--- src/rtl/clk_div_pkg.sv ---
// Shared constants and phase encoding for the parametrised clock divider.
`timescale 1ns/1ps
package clk_div_pkg;

  localparam int unsigned DEF_RATIO_W   = 8;
  localparam int unsigned MIN_DIV_RATIO = 2;

  typedef enum logic {
    PH_LOW  = 1'b0,
    PH_HIGH = 1'b1
  } phase_t;

endpackage

--- src/rtl/clk_mux2.sv ---
// Glitch-safe 2:1 clock mux wrapper; kept as a dont-touch cell for synthesis and CTS.
`timescale 1ns/1ps
module clk_mux2 (
  input  logic clk0,
  input  logic clk1,
  input  logic sel,
  output logic clk_out
);

  assign clk_out = sel ? clk1 : clk0;

endmodule

--- src/rtl/clk_div_param.sv ---
// Parametrised integer clock divider with period-boundary ratio updates and a period-start tick.
// Optional macro CLK_DIV_ODD_DUTY50_EN adds a negedge flop for exact 50% duty on odd ratios.
`timescale 1ns/1ps
module clk_div_param
  import clk_div_pkg::*;
#(
  parameter int unsigned RATIO_W = DEF_RATIO_W
) (
  input  logic               i_ref_clk,
  input  logic               i_rst_n,
  input  logic               i_clk_en,
  input  logic [RATIO_W-1:0] i_div_ratio,
  output logic               o_div_clk,
  output logic               o_div_tick,
  output logic               o_busy
);

  localparam int unsigned CNT_W = RATIO_W - 1;

  phase_t             phase_q, phase_d;
  logic [RATIO_W-1:0] ratio_q, ratio_d;
  logic [CNT_W-1:0]   cnt_q, cnt_d;
  logic               div_q, div_d;
  logic               tick_d;
  logic               busy_d;

  logic               start_ok;
  logic [RATIO_W-1:0] high_len;
  logic [RATIO_W-1:0] low_len;
  logic [CNT_W-1:0]   high_last;
  logic [CNT_W-1:0]   low_last;
  logic               div_clk;

  assign start_ok  = i_clk_en && (i_div_ratio >= RATIO_W'(MIN_DIV_RATIO));
  assign high_len  = ratio_q >> 1;
  assign low_len   = ratio_q - high_len;
  // Both phase lengths are at most 2^(RATIO_W-1), so their last index fits CNT_W bits.
  assign high_last = CNT_W'(high_len - RATIO_W'(1));
  assign low_last  = CNT_W'(low_len - RATIO_W'(1));

  always_ff @(posedge i_ref_clk or negedge i_rst_n) begin
    if (!i_rst_n) begin
      phase_q    <= PH_LOW;
      ratio_q    <= '0;
      cnt_q      <= '0;
      div_q      <= 1'b0;
      o_div_tick <= 1'b0;
      o_busy     <= 1'b0;
    end else begin
      phase_q    <= phase_d;
      ratio_q    <= ratio_d;
      cnt_q      <= cnt_d;
      div_q      <= div_d;
      o_div_tick <= tick_d;
      o_busy     <= busy_d;
    end
  end

  // Next state: bypass tracks the requested ratio; dividing only reloads it at period boundaries.
  always_comb begin
    phase_d = phase_q;
    ratio_d = ratio_q;
    cnt_d   = cnt_q;
    div_d   = div_q;
    tick_d  = 1'b0;
    busy_d  = o_busy;

    if (!o_busy) begin
      ratio_d = i_div_ratio;
      if (start_ok) begin
        phase_d = PH_HIGH;
        div_d   = 1'b1;
        cnt_d   = '0;
        busy_d  = 1'b1;
        tick_d  = 1'b1;
      end
    end else if (phase_q == PH_HIGH) begin
      if (cnt_q == high_last) begin
        phase_d = PH_LOW;
        div_d   = 1'b0;
        cnt_d   = '0;
      end else begin
        cnt_d = cnt_q + CNT_W'(1);
      end
    end else begin
      if (cnt_q == low_last) begin
        ratio_d = i_div_ratio;
        cnt_d   = '0;
        if (start_ok) begin
          phase_d = PH_HIGH;
          div_d   = 1'b1;
          tick_d  = 1'b1;
        end else begin
          busy_d = 1'b0;
        end
      end else begin
        cnt_d = cnt_q + CNT_W'(1);
      end
    end
  end

`ifdef CLK_DIV_ODD_DUTY50_EN
  logic div_qn;

  // Half-cycle-delayed copy stretches the high phase by half a ref cycle on odd ratios.
  always_ff @(negedge i_ref_clk or negedge i_rst_n) begin
    if (!i_rst_n) begin
      div_qn <= 1'b0;
    end else begin
      div_qn <= div_q;
    end
  end

  assign div_clk = ratio_q[0] ? (div_q | div_qn) : div_q;
`else
  assign div_clk = div_q;
`endif

  // Select flips only while ref and div_q are both high (entry) or both low-to-high (exit).
  clk_mux2 u_clk_mux (
    .clk0    (i_ref_clk),
    .clk1    (div_clk),
    .sel     (o_busy),
    .clk_out (o_div_clk)
  );

endmodule

--- config.mk ---
export PLATFORM = sky130hd
export DESIGN_NAME = clk_div_param
export DESIGN_NICKNAME = d
export VERILOG_FILES = /design/src/rtl/clk_div_pkg.sv /design/src/rtl/clk_mux2.sv /design/src/rtl/clk_div_param.sv
export SDC_FILE = /design/constraint.sdc
export NUM_CORES = 1
export LEC_CHECK = 0
export CORE_ASPECT_RATIO = 0.8
export CORE_UTILIZATION = 43
export CTS_CLUSTER_DIAMETER = 40
export CTS_CLUSTER_SIZE = 24
export DETAILED_ROUTE_END_ITERATION = 8
export PLACE_DENSITY_LB_ADDON = 0.05
export RECOVER_POWER = 25
export SLEW_MARGIN = 10
export SYNTH_ARGS = -nofsm -noshare
export SYNTH_HDL_FRONTEND = slang
export SYNTH_SLANG_ARGS = --single-unit
--- constraint.sdc ---
create_clock -name i_ref_clk -period 6.1 [get_ports i_ref_clk]
set_input_delay 1.22 -clock i_ref_clk [delete_from_list [all_inputs] [get_ports i_ref_clk]]
set_output_delay 1.22 -clock i_ref_clk [all_outputs]
set_load 0.03 [all_outputs]
==> flow_summary.ini <==
[setup_path]
worstSetupEndpointType = output port
r2r-start = ratio_q[1]
slowest_stage = clkdlybuf4s50_1
crit_fanout = 2
slowest_delay_ns = 0.59
crit_type = clk -> out
startpoint_type = clock port
crit_top_cell = clkbuf_8
critPathLaunch = i_ref_clk
cp_data_arrival_time_ns = 4.11
worst_ep_required_time_ns = 4.88
crit_chain = clkbuf_8, clkbuf_8, mux2_2, clkdlybuf4s50_1

[power]
p_leak_nw = 0.778
pwr-share-comb_pct = 4.2
netSwitchingPower_uw = 56.7
power.internal_uw = 222
seq_power_share_pct = 45.6
power.share.clock_pct = 50.1
vdd_drop_max_mv = 0.127
swShare_pct = 20.3
powerDensity_nw_per_um2 = 156

[logic_synthesis]
yosysSeqAreaShare_pct = 30.7
yosys_warnings = 0
synth_edf_count = 0
synth_top_area_share_pct = 30.7
syn_area_per_cell_um2 = 10.4
synthesis.nets = 176
yosys.area.top_type = dfrtp_1
synth_cells = 148
synth_area_um2 = 1550
netlist_top_cells_count = 19 x dfrtp_1, 16 x ha_1, 13 x inv_1, 13 x xnor2_1
synthArstFlopShare_pct = 100
ys_ff_latch = 19
yosysUniqueCellTypes = 40
synth_area_leaders = dfrtp_1 31%, ha_1 13%, mux2_4 7.8%
synth_top_flop_cell = dfrtp_1
synth.most_common_cell = dfrtp_1

[drt]
drt_first_pass_iters = 4
num_vias = 1095
drc = 0
drt-total-wl_um = 3200
vias_per_cell = 5.34
wl_per_cell_um = 15.6
first_iter_violations = 46
ant_nets = 0

[die]
dieArea_um2 = 3840
coreArea_um2 = 3420
die_h_um = 55.6
rows = 19
dieWidth_um = 69.1
io-pin-count = 14
start_util_pct = 45.2

[timing]
max_slew_margin_pct = 39.2
tns_ns = 0
rsz0062_at_grt = false
setup_viol = 0
drv_slew = 0
tightestPinTransition_ns = 0.909
hold_viol_final = 0
skew_ns = 0.000878

[clock_tree]
postCtsHoldBufs = 0
clk_pin_slew_ns = 0.07
cts_tree = yes
post_cts_resized = 0
insertion_delay_ns = 0.36
postCtsSetupRepairBufs = 0

[status]
outcome = completed

[finish]
nNetsFinal = 192
insertedDiodeCount = 0
finish.instance_area_um2 = 1790
area_growth_pct = 15.9
drive_gt1_share_pct = 14.7

[global_route]
grt.overflow.total = 0
grt_pass1_wl_um = 5410
antenna_found_initial = 0
grt_start_max_net_pins = 20
grt_pass1_vias = 1134
grt_use_total_pct = 18.2

[placement]
place_hpwl_um = 2510
dpl_cell_area_um2 = 1710
place_congestion = 0.755
io_buffers = 13

[worst_hold_path]
hold_start = ratio_q[0]
min_path_type = reg -> reg

[flow_run]
maxCapViolations = 0
placed cells by master, fill, tap and decap left out, types with 2 or more instances in the layout:
cell type	n
dfrtp_1	19
xnor2_1	13
a22o_1	2
clkbuf_8	6
nand3_1	7
a21oi_1	8
mux2_4	8
a21boi_0	4
nand2b_1	2
nor2_1	4
and3_1	4
nor3_1	4
mux2_2	2
nor2b_1	3
a21o_1	2
nand2_1	3
mux2i_1	3
inv_1	13
a2bb2oi_1	2
ha_1	16
clkdlybuf4s50_1	12
o21ai_0	2
xor2_1	5
layout make-up:
type,count,area [µm²]
timing repair buffer,12,120
fill,320,1630
tap,42,52.6
multi-input combinational,111,1000
clock buffer,8,96.3
sequential,19,475
inverter,13,48.8
metal layers:
layer  global-route usage [%]  part of all wire, %
met4                     8.75                  1.9
met1                     24.7                   50
met2                     28.6                   45
met3                     2.90                  2.9
met5                        0                    0
worst paths after layout:
| check | to | slack, ns | cells past startpoint |
|---|---|---|---|
| worst max-delay path | o_div_clk | 0.77 | 4 |
| worst min-delay path | ratio_q[0] | 0.55 | 1 |
| worst max register to register | ratio_q[7] | 3.04 | 10 |
| worst min register to register | ratio_q[0] | 0.55 | 1 |
| max in group asynchronous | ratio_q[5] | 4.11 | 1 |
| min in group asynchronous | ratio_q[7] | 1.43 | 1 |
power groups by stage:
| stage | clock [mW] | combinational [mW] | sequential, mW |
|---|---|---|---|
| floorplan | 0.00126 | 0.00185 | 0.130 |
| global placement | 0.00188 | 0.0118 | 0.130 |
| detailed placement | 0.00188 | 0.0122 | 0.130 |
| CTS | 0.144 | 0.0123 | 0.127 |
| global route | 0.151 | 0.0130 | 0.127 |
| finish | 0.140 | 0.0118 | 0.127 |
worst max-delay path, delay by kind of cell:
family | cells | cell delay (ns)
buffers and inverters | 3 | 0.81
muxes | 1 | 0.24
per-stage QoR:
step / instances / hold WS [ns] / util (%) / total power, mW / setup WS, ns
final: 205 / 0.550 / 52.4 / 0.279 / 0.770
after global routing: 205 / 0.567 / 52.4 / 0.292 / 0.741
after CTS: 205 / 0.556 / 52.4 / 0.284 / 0.758
after detailed placement: 198 / 0.534 / 49.9 / 0.144 / 1.01
after global placement: 198 / 0.523 / 49.9 / 0.143 / 1.01
after floorplan: 148 / 0.489 / - / 0.133 / 1.50
kinds of logic (layout without fill, tap and decap cells):
group | after synthesis | count (layout) | share of synthesized area (%)
AOI/OAI and AO/OA | 27 | 27 | 14.0
buffers and inverters | 18 | 33 | 4.61
xor gates and xnor gates | 19 | 19 | 11.7
and+or+nand+nor | 35 | 35 | 13.6
muxes | 13 | 13 | 11.2
adders and majority gates | 17 | 17 | 14.2
DFF | 19 | 19 | 30.7
registers in the layout, indices dropped and copies added (netlist names):
| signal | count |
|---|---|
| phase_q | 1 |
| o_busy | 1 |
| cnt_q | 7 |
| o_div_tick | 1 |
| ratio_q | 8 |
| div_clk | 1 |
(Power assumes the default switching activity.)
